[config.mk]
export PLATFORM = sky130hd
export DESIGN_NAME = spi_shift_master
export DESIGN_NICKNAME = d
export VERILOG_FILES = /design/src/rtl/spi_shift_master.sv
export SDC_FILE = /design/constraint.sdc
export NUM_CORES = 1
export LEC_CHECK = 0
export BUFFER_PORTS_ARGS = -buffer_cell sky130_fd_sc_hd__buf_2
export CORE_UTILIZATION = 40
export CTS_CLUSTER_SIZE = 16
export DETAILED_ROUTE_END_ITERATION = 8
export GPL_TIMING_DRIVEN = 1
export SYNTH_ARGS = -nofsm -noshare
export SYNTH_HDL_FRONTEND = slang
export SYNTH_SLANG_ARGS = --single-unit
[constraint.sdc]
create_clock -name clk -period 1.3 [get_ports clk]
set_input_delay 0.325 -clock clk [delete_from_list [all_inputs] [get_ports clk]]
set_output_delay 0.325 -clock clk [all_outputs]
set_load 0.1 [all_outputs]
[src/rtl/spi_shift_master.sv]
// SPI master for the serial shift-register chain: shifts an N-bit word out MSB first and captures N bits back.
// Latency: done pulses HALF*(2N+2) clk cycles after the accepting edge; all outputs are registered.
// Backpressure: start is sampled only while idle; start, tx_data and miso outside their sample points are ignored.
//
// Ports:
//   clk      system clock, all logic on its rising edge
//   nreset   synchronous active-low reset; aborts a transfer without a done pulse
//   start    transfer request, accepted only while busy is low
//   tx_data  word to send, captured on the accepting edge
//   busy     high from the accepting edge until the done edge
//   done     single-cycle pulse marking the end of a transfer
//   rx_data  last received word, updated only together with done
//   spi_clk  serial clock, idles low
//   mosi     serial data out, launched on spi_clk rising
//   miso     serial data in, sampled on spi_clk falling
//   cs_n     active-low transfer frame

module spi_shift_master #(
   parameter int N    = 8,   // transfer width in bits, at least 2
   parameter int HALF = 4    // clk cycles per spi_clk half-period, at least 4
) (
   input  logic         clk,
   input  logic         nreset,
   input  logic         start,
   input  logic [N-1:0] tx_data,
   output logic         busy,
   output logic         done,
   output logic [N-1:0] rx_data,
   output logic         spi_clk,
   output logic         mosi,
   input  logic         miso,
   output logic         cs_n
);

   localparam int PW = $clog2(HALF);
   localparam int BW = $clog2(N);

   localparam logic [PW-1:0] PHASE_LAST = PW'(HALF - 1);
   localparam logic [PW-1:0] PHASE_ONE  = PW'(1);
   localparam logic [BW-1:0] BIT_LAST   = BW'(N - 1);
   localparam logic [BW-1:0] BIT_ONE    = BW'(1);

   typedef enum logic [2:0] {
      S_IDLE,
      S_SETUP,
      S_HIGH,
      S_LOW,
      S_HOLD
   } state_t;

   state_t         state_q,    state_d;
   logic [PW-1:0]  phase_q,    phase_d;
   logic [BW-1:0]  bit_q,      bit_d;
   logic [N-1:0]   tx_shift_q, tx_shift_d;
   logic [N-1:0]   rx_shift_q, rx_shift_d;
   logic [N-1:0]   rx_data_q,  rx_data_d;
   logic           spi_clk_q,  spi_clk_d;
   logic           mosi_q,     mosi_d;
   logic           cs_n_q,     cs_n_d;
   logic           busy_q,     busy_d;
   logic           done_q,     done_d;

   logic           phase_last;

   // Every non-idle state lasts exactly HALF cycles; the counter restarts on each transition.
   assign phase_last = (phase_q == PHASE_LAST);

   // ------------------------------------------------------------------
   // State and output registers
   // ------------------------------------------------------------------
   always_ff @(posedge clk) begin
      if (!nreset) begin
         state_q    <= S_IDLE;
         phase_q    <= '0;
         bit_q      <= '0;
         tx_shift_q <= '0;
         rx_shift_q <= '0;
         rx_data_q  <= '0;
         spi_clk_q  <= 1'b0;
         mosi_q     <= 1'b0;
         cs_n_q     <= 1'b1;
         busy_q     <= 1'b0;
         done_q     <= 1'b0;
      end else begin
         state_q    <= state_d;
         phase_q    <= phase_d;
         bit_q      <= bit_d;
         tx_shift_q <= tx_shift_d;
         rx_shift_q <= rx_shift_d;
         rx_data_q  <= rx_data_d;
         spi_clk_q  <= spi_clk_d;
         mosi_q     <= mosi_d;
         cs_n_q     <= cs_n_d;
         busy_q     <= busy_d;
         done_q     <= done_d;
      end
   end

   // ------------------------------------------------------------------
   // Next-state and registered-output logic
   // ------------------------------------------------------------------
   always_comb begin
      state_d    = state_q;
      phase_d    = phase_q + PHASE_ONE;
      bit_d      = bit_q;
      tx_shift_d = tx_shift_q;
      rx_shift_d = rx_shift_q;
      rx_data_d  = rx_data_q;
      spi_clk_d  = spi_clk_q;
      mosi_d     = mosi_q;
      cs_n_d     = cs_n_q;
      busy_d     = busy_q;
      done_d     = 1'b0;

      case (state_q)
         S_IDLE: begin
            phase_d = '0;
            if (start) begin
               state_d    = S_SETUP;
               tx_shift_d = tx_data;
               rx_shift_d = '0;
               bit_d      = '0;
               busy_d     = 1'b1;
               cs_n_d     = 1'b0;
            end
         end

         // cs_n setup time before the first rising edge.
         S_SETUP: begin
            if (phase_last) begin
               state_d   = S_HIGH;
               phase_d   = '0;
               spi_clk_d = 1'b1;
               mosi_d    = tx_shift_q[N-1];
            end
         end

         // Falling edge: the chain had a full half-period after the rising
         // edge to update miso, so the value present now is the settled bit.
         S_HIGH: begin
            if (phase_last) begin
               state_d    = S_LOW;
               phase_d    = '0;
               spi_clk_d  = 1'b0;
               rx_shift_d = {rx_shift_q[N-2:0], miso};
            end
         end

         // mosi is held through LOW so a synchronised receiver sees it
         // stable well after the falling edge. The next bit is launched from
         // tx_shift_q[N-2] because the shift happens on this same edge.
         S_LOW: begin
            if (phase_last) begin
               phase_d    = '0;
               tx_shift_d = {tx_shift_q[N-2:0], 1'b0};
               bit_d      = bit_q + BIT_ONE;
               if (bit_q == BIT_LAST) begin
                  state_d = S_HOLD;
               end else begin
                  state_d   = S_HIGH;
                  spi_clk_d = 1'b1;
                  mosi_d    = tx_shift_q[N-2];
               end
            end
         end

         // cs_n hold time after the last falling edge, then close the frame.
         S_HOLD: begin
            if (phase_last) begin
               state_d   = S_IDLE;
               phase_d   = '0;
               cs_n_d    = 1'b1;
               mosi_d    = 1'b0;
               busy_d    = 1'b0;
               done_d    = 1'b1;
               rx_data_d = rx_shift_q;
            end
         end

         default: begin
            state_d   = S_IDLE;
            phase_d   = '0;
            spi_clk_d = 1'b0;
            mosi_d    = 1'b0;
            cs_n_d    = 1'b1;
            busy_d    = 1'b0;
         end
      endcase
   end

   assign busy    = busy_q;
   assign done    = done_q;
   assign rx_data = rx_data_q;
   assign spi_clk = spi_clk_q;
   assign mosi    = mosi_q;
   assign cs_n    = cs_n_q;

endmodule

; ---- Word-level counts from Yosys, hierarchy flattened
; Cells that the tools add are included.
; W data, S select, Z words.
[op_classes]
n_addsub = 2
eq_ne = 12
muxes = 30
bitwise = 5
n_reduce_logical = 16
[op_table]
columns = cell, count
row1 = $mux W8, 4
row2 = $pmux W8 S2, 2
row3 = $mux W3, 8
row4 = $pmux W3 S5, 1
row5 = $reduce_and A5 Y1, 3
row6 = $ne A2 B2 Y1 const B, 6
row7 = $mux W1, 10
row8 = $reduce_and A3 Y1, 3
row9 = $pmux W1 S4, 2
row10 = $eq A3 B2 Y1 const B, 2
row11 = $eq A3 B3 Y1 const B, 2
row12 = $pmux W1 S3, 2
row13 = $pmux W3 S2, 1
row14 = $reduce_or A3 Y1, 2
row15 = $not A1 Y1, 5
row16 = $reduce_and A2 Y1, 2
row17 = $reduce_bool A2 Y1, 2
row18 = $reduce_or A2 Y1, 2
row19 = $reduce_or A4 Y1, 1
row20 = $add A3 B1 Y3 const B, 1
row21 = $eq A3 B1 Y1 const B, 1
row22 = $logic_not A3 Y1, 1
row23 = $add A2 B1 Y2 const B, 1
row24 = $eq A2 B2 Y1 const B, 1
[totals]
register_bits = 37
inputBits = 12
out_inout_bits = 13
word_cells = 76

; ---- Logic depth before layout (Yosys ltp)
[logic_depth]
word_depth = 4
mapped_depth = 5
mapped_depth_nobuf = 5

; ---- Least setup slack after synthesis
; Ideal clock, no wire load.
[synth_path]
path_type = register to register
startpoint = register spi_clk (netlist name)
endpoint = register spi_clk_q, in the netlist spi_clk
setup_ns = 0.058
arrival_time_ns = 1.389
required_time_ns = 1.242
slack_ns = -0.147
stages_incl_launch_ff = 4
n_path_buf = 0
synth_period_minus_slack_ns = 1.447
path_cell_list = dfxtp_1 > mux2i_1 > nor3_1 > o21a_1
[synth_rtl]
columns = element, line_no
row1 = to (signal assigned), 91  ; spi_clk_q <= spi_clk_d;
row2 = to (decl), 57  ; logic spi_clk_q, spi_clk_d;

; ---- Worst setup path after layout
[layout_path]
startpoint = register state_q[0]
endpoint = register tx_shift_q[4]
[layout_via]
elab_chain_len = 3
elab_cells_between_ends = 7
classes_between = eq/ne: 3 / mux: 1 / reduce/logical: 3
[layout_lines]
columns = element, line_no
row1 = from (decl), 51  ; state_t state_q, state_d;
row2 = from (signal assigned), 85  ; state_q <= state_d;
row3 = $eq A3 B2 Y1 or $logic_not A3 Y1 (tied branches), 115  ; case (state_q)
row4 = $ne A2 B2 Y1 (no source line) or $reduce_bool A2 Y1 (tied branches), --
row5 = $reduce_and A3 Y1 (no source line), --
row6 = to (signal assigned), 88  ; tx_shift_q <= tx_shift_d;
row7 = to (decl), 54  ; logic [N-1:0] tx_shift_q, tx_shift_d;
; Parallel ways exist; a longest one is shown, timed or not.
; A chain may end at the register's enable or synchronous reset.

==> impl_metrics.ini <==
[pwr]
ir_drop_mv = 0.7204
seq_power_share = 0.476
switching_share = 0.2370
power_density_nw_per_um2 = 1008
pwr-share-clk = 0.413
combPwrFrac = 0.111
cell_internal_pwr_mw = 1.907
net-switching-power_mw = 0.5923
leakage_nw = 0.9346
power_mw = 2.499

[critical_path]
path_class = reg2reg
critical-path-slowest-cell = or4b_4
worstPathCellList = or4b_4, nand2_8, a21oi_2
cp.arrival_ns = 1.52
start_kind = flip-flop
worstPathRequired_ns = 1.48
cp_max_fo = 7
cp-end-kind = flip-flop
cpPeakStageDelay_ns = 0.65

[cts]
path_clk_slew_ns = 0.08
clock_latency_ns = 0.29
cts_buffers = 5
clockBufferDepth = 2
cts.sink_count = 37
cts_tree = done
cts-root-buf = clkbuf_8
htreeDepth = 2

[logic_synthesis]
synthTopCellsByCount = 37 x dfxtp_1, 18 x mux2i_1, 15 x a21oi_1
async_flop_share = 0
synth_ff_type = dfxtp_1
syn_area_per_cell_um2 = 9.887
yosysWarnings = 0
synth_area_leaders = dfxtp_1 43%, mux2i_1 11%, a21oi_1 4.4%
synth_fp_nets = 188
synth_top_area_share = 0.4331
synth_area_leader_cell = dfxtp_1
syn_inst = 173
synth_seq_cells = 37
synth_edf_count = 0
syn_area_um2 = 1710
yosysUniqueCellTypes = 41
yosysMostFrequentCell = dfxtp_1
ys_seq_area_frac = 0.4331

[global_route]
grt_pass1_vias = 1418
track_usage = 0.1866
grt_overflow = 0
antenna_found_initial = 0
grt_pass1_wl_um = 6341
grt_max_degree = 16

[cells_and_area]
layout.cells.non_filler = 266
fillCellCount = 312
area_delta_synth_final_pct = 44.99
finalInstanceArea_um2 = 2480
drive_gt1_frac = 0.4676
antenna_cells = 0
final_core_util = 0.6112
nNetsFinal = 230

[drt]
wl_per_cell_um = 14.96
drc_errors = 0
vias = 1438
firstDrtPassIters = 4
ant_nets = 0
detail_route.iter0.violations = 52
wl_um = 3980
viasPerCell = 5.406

[timing]
relSlewSlack = 0.8252
max_freq_mhz = 743.0
fin_crit_sh = 1.035
worstMarginPinSlew_ns = 0.2598
maxSlewViolCount = 0
timing.final.ws_setup_ns = -0.04597
skew_ns = 0.005663
setup_tns_ns = -0.4609
rsz0062_at_grt = yes
finalSetupViolations = 17
hold_violations = 0
whs_ns = 0.2792
final.min_clock_period_ns = 1.346

[placement]
routabilityCongestion = 0.7976
io_buffer_count = 24
dp.cells = 252
dpl.hpwl_um = 2615
dpl-instance-area_um2 = 2173
preCtsSetupSlack_ns = -0.1507

[run_status]
outcome = finished, violations left
violations = negative setup slack

[floorplan]
io_pins = 25
dieArea_um2 = 4541
core_um2 = 4058
rows = 23
die-width_um = 67.39
start_util = 0.4215
fp.dieH_um = 67.39

[hold_path]
hold_path_class = in2reg

[run]
max_cap_violations = 0
==> layout by cell type (no fill, tap or decap), types with 4 or more instances in the layout <==
cell type / count
dfxtp_1: 32
buf_4: 23
mux2i_1: 18
buf_12: 14
a21oi_1: 12
nor2_1: 11
buf_2: 11
a21oi_2: 10
nand2_1: 10
clkbuf_8: 6
o31ai_2: 5
o21ai_1: 4
o21ai_2: 4
==> power by group through the flow <==
stage	Sequential, mW	Clock [mW]	Combinational [mW]
5_1_grt	1.19	1.11	0.292
3_3_place_gp	1.21	0	0.222
4_1_cts	1.19	1.05	0.257
3_5_place_dp	1.21	0	0.229
6_report	1.19	1.03	0.277
2_1_floorplan	1.24	0	0.128
==> repair_timing <==
item / in CTS / in global routing
gates resized for setup: 17 / 28
cloned: 0 / 0
setup endpoints to repair: 33 / 31
setup buffers: 5 / 1
endpoints found under the hold margin: 0 / 0
hold buffers: 0 / 0
pin swaps: 5 / 17
==> registers in the layout (all words and copies together), names as in the netlist <==
signal and cells:
bit_q 3, busy 1, cs_n 1, done 1, mosi 1, phase_q 2
rx_data 8, rx_shift_q 8, spi_clk 1, state_q 3, tx_shift_q 8
==> per-layer routing <==
| layer | up-vias | part of all wire | track usage |
|---|---|---|---|
| met4 | 0 | 0.016 | 0.07447 |
| li1 | 702 | - | - |
| met5 | - | 0 | 0 |
| met2 | 30 | 0.52 | 0.3188 |
| met3 | 8 | 0.031 | 0.04561 |
| met1 | 698 | 0.43 | 0.2225 |
==> layout make-up <==
type / instances / area (um^2) / share of cell area
multi-input cells: 118 / 1007 / 0.4062
flip-flops and latches: 37 / 752.0 / 0.3032
repair buffers: 51 / 534.3 / 0.2154
clock buffers: 7 / 86.33 / 0.03481
well taps: 50 / 62.56 / 0.02523
clock inverters: 1 / 30.03 / 0.01211
inverters: 2 / 7.507 / 0.003027
==> critical path: cells and delay by family (launching register included) <==
family,cells,cell delay [ns]
AND/OR/NAND/NOR,2,0.80
flip-flops,1,0.37
AO/OA/AOI/OAI,1,0.06
==> final timing paths <==
kind | cells after the start | slack, ns | startpoint | endpoint
max | 3 | -0.05 | state_q[0] | tx_shift_q[4]
min | 3 | 0.28 | miso | rx_shift_q[0]
max reg2reg | 3 | -0.05 | state_q[0] | tx_shift_q[4]
min reg2reg | 1 | 0.44 | phase_q[0] | phase_q[0]
==> cells by family (layout without fill, tap and decap cells) <==
family,count (synthesis),after routing,share of synthesized area
AOI/OAI and AO/OA,45,45,0.1734
xor gates and xnor gates,1,1,0.005122
buffers and inverters,18,61,0.05778
DFF,37,37,0.4331
and+or+nand+nor,50,50,0.1968
muxes,19,19,0.1119
adders and majority gates,3,3,0.02195
Note: power is estimated with default switching activity, not from simulation.
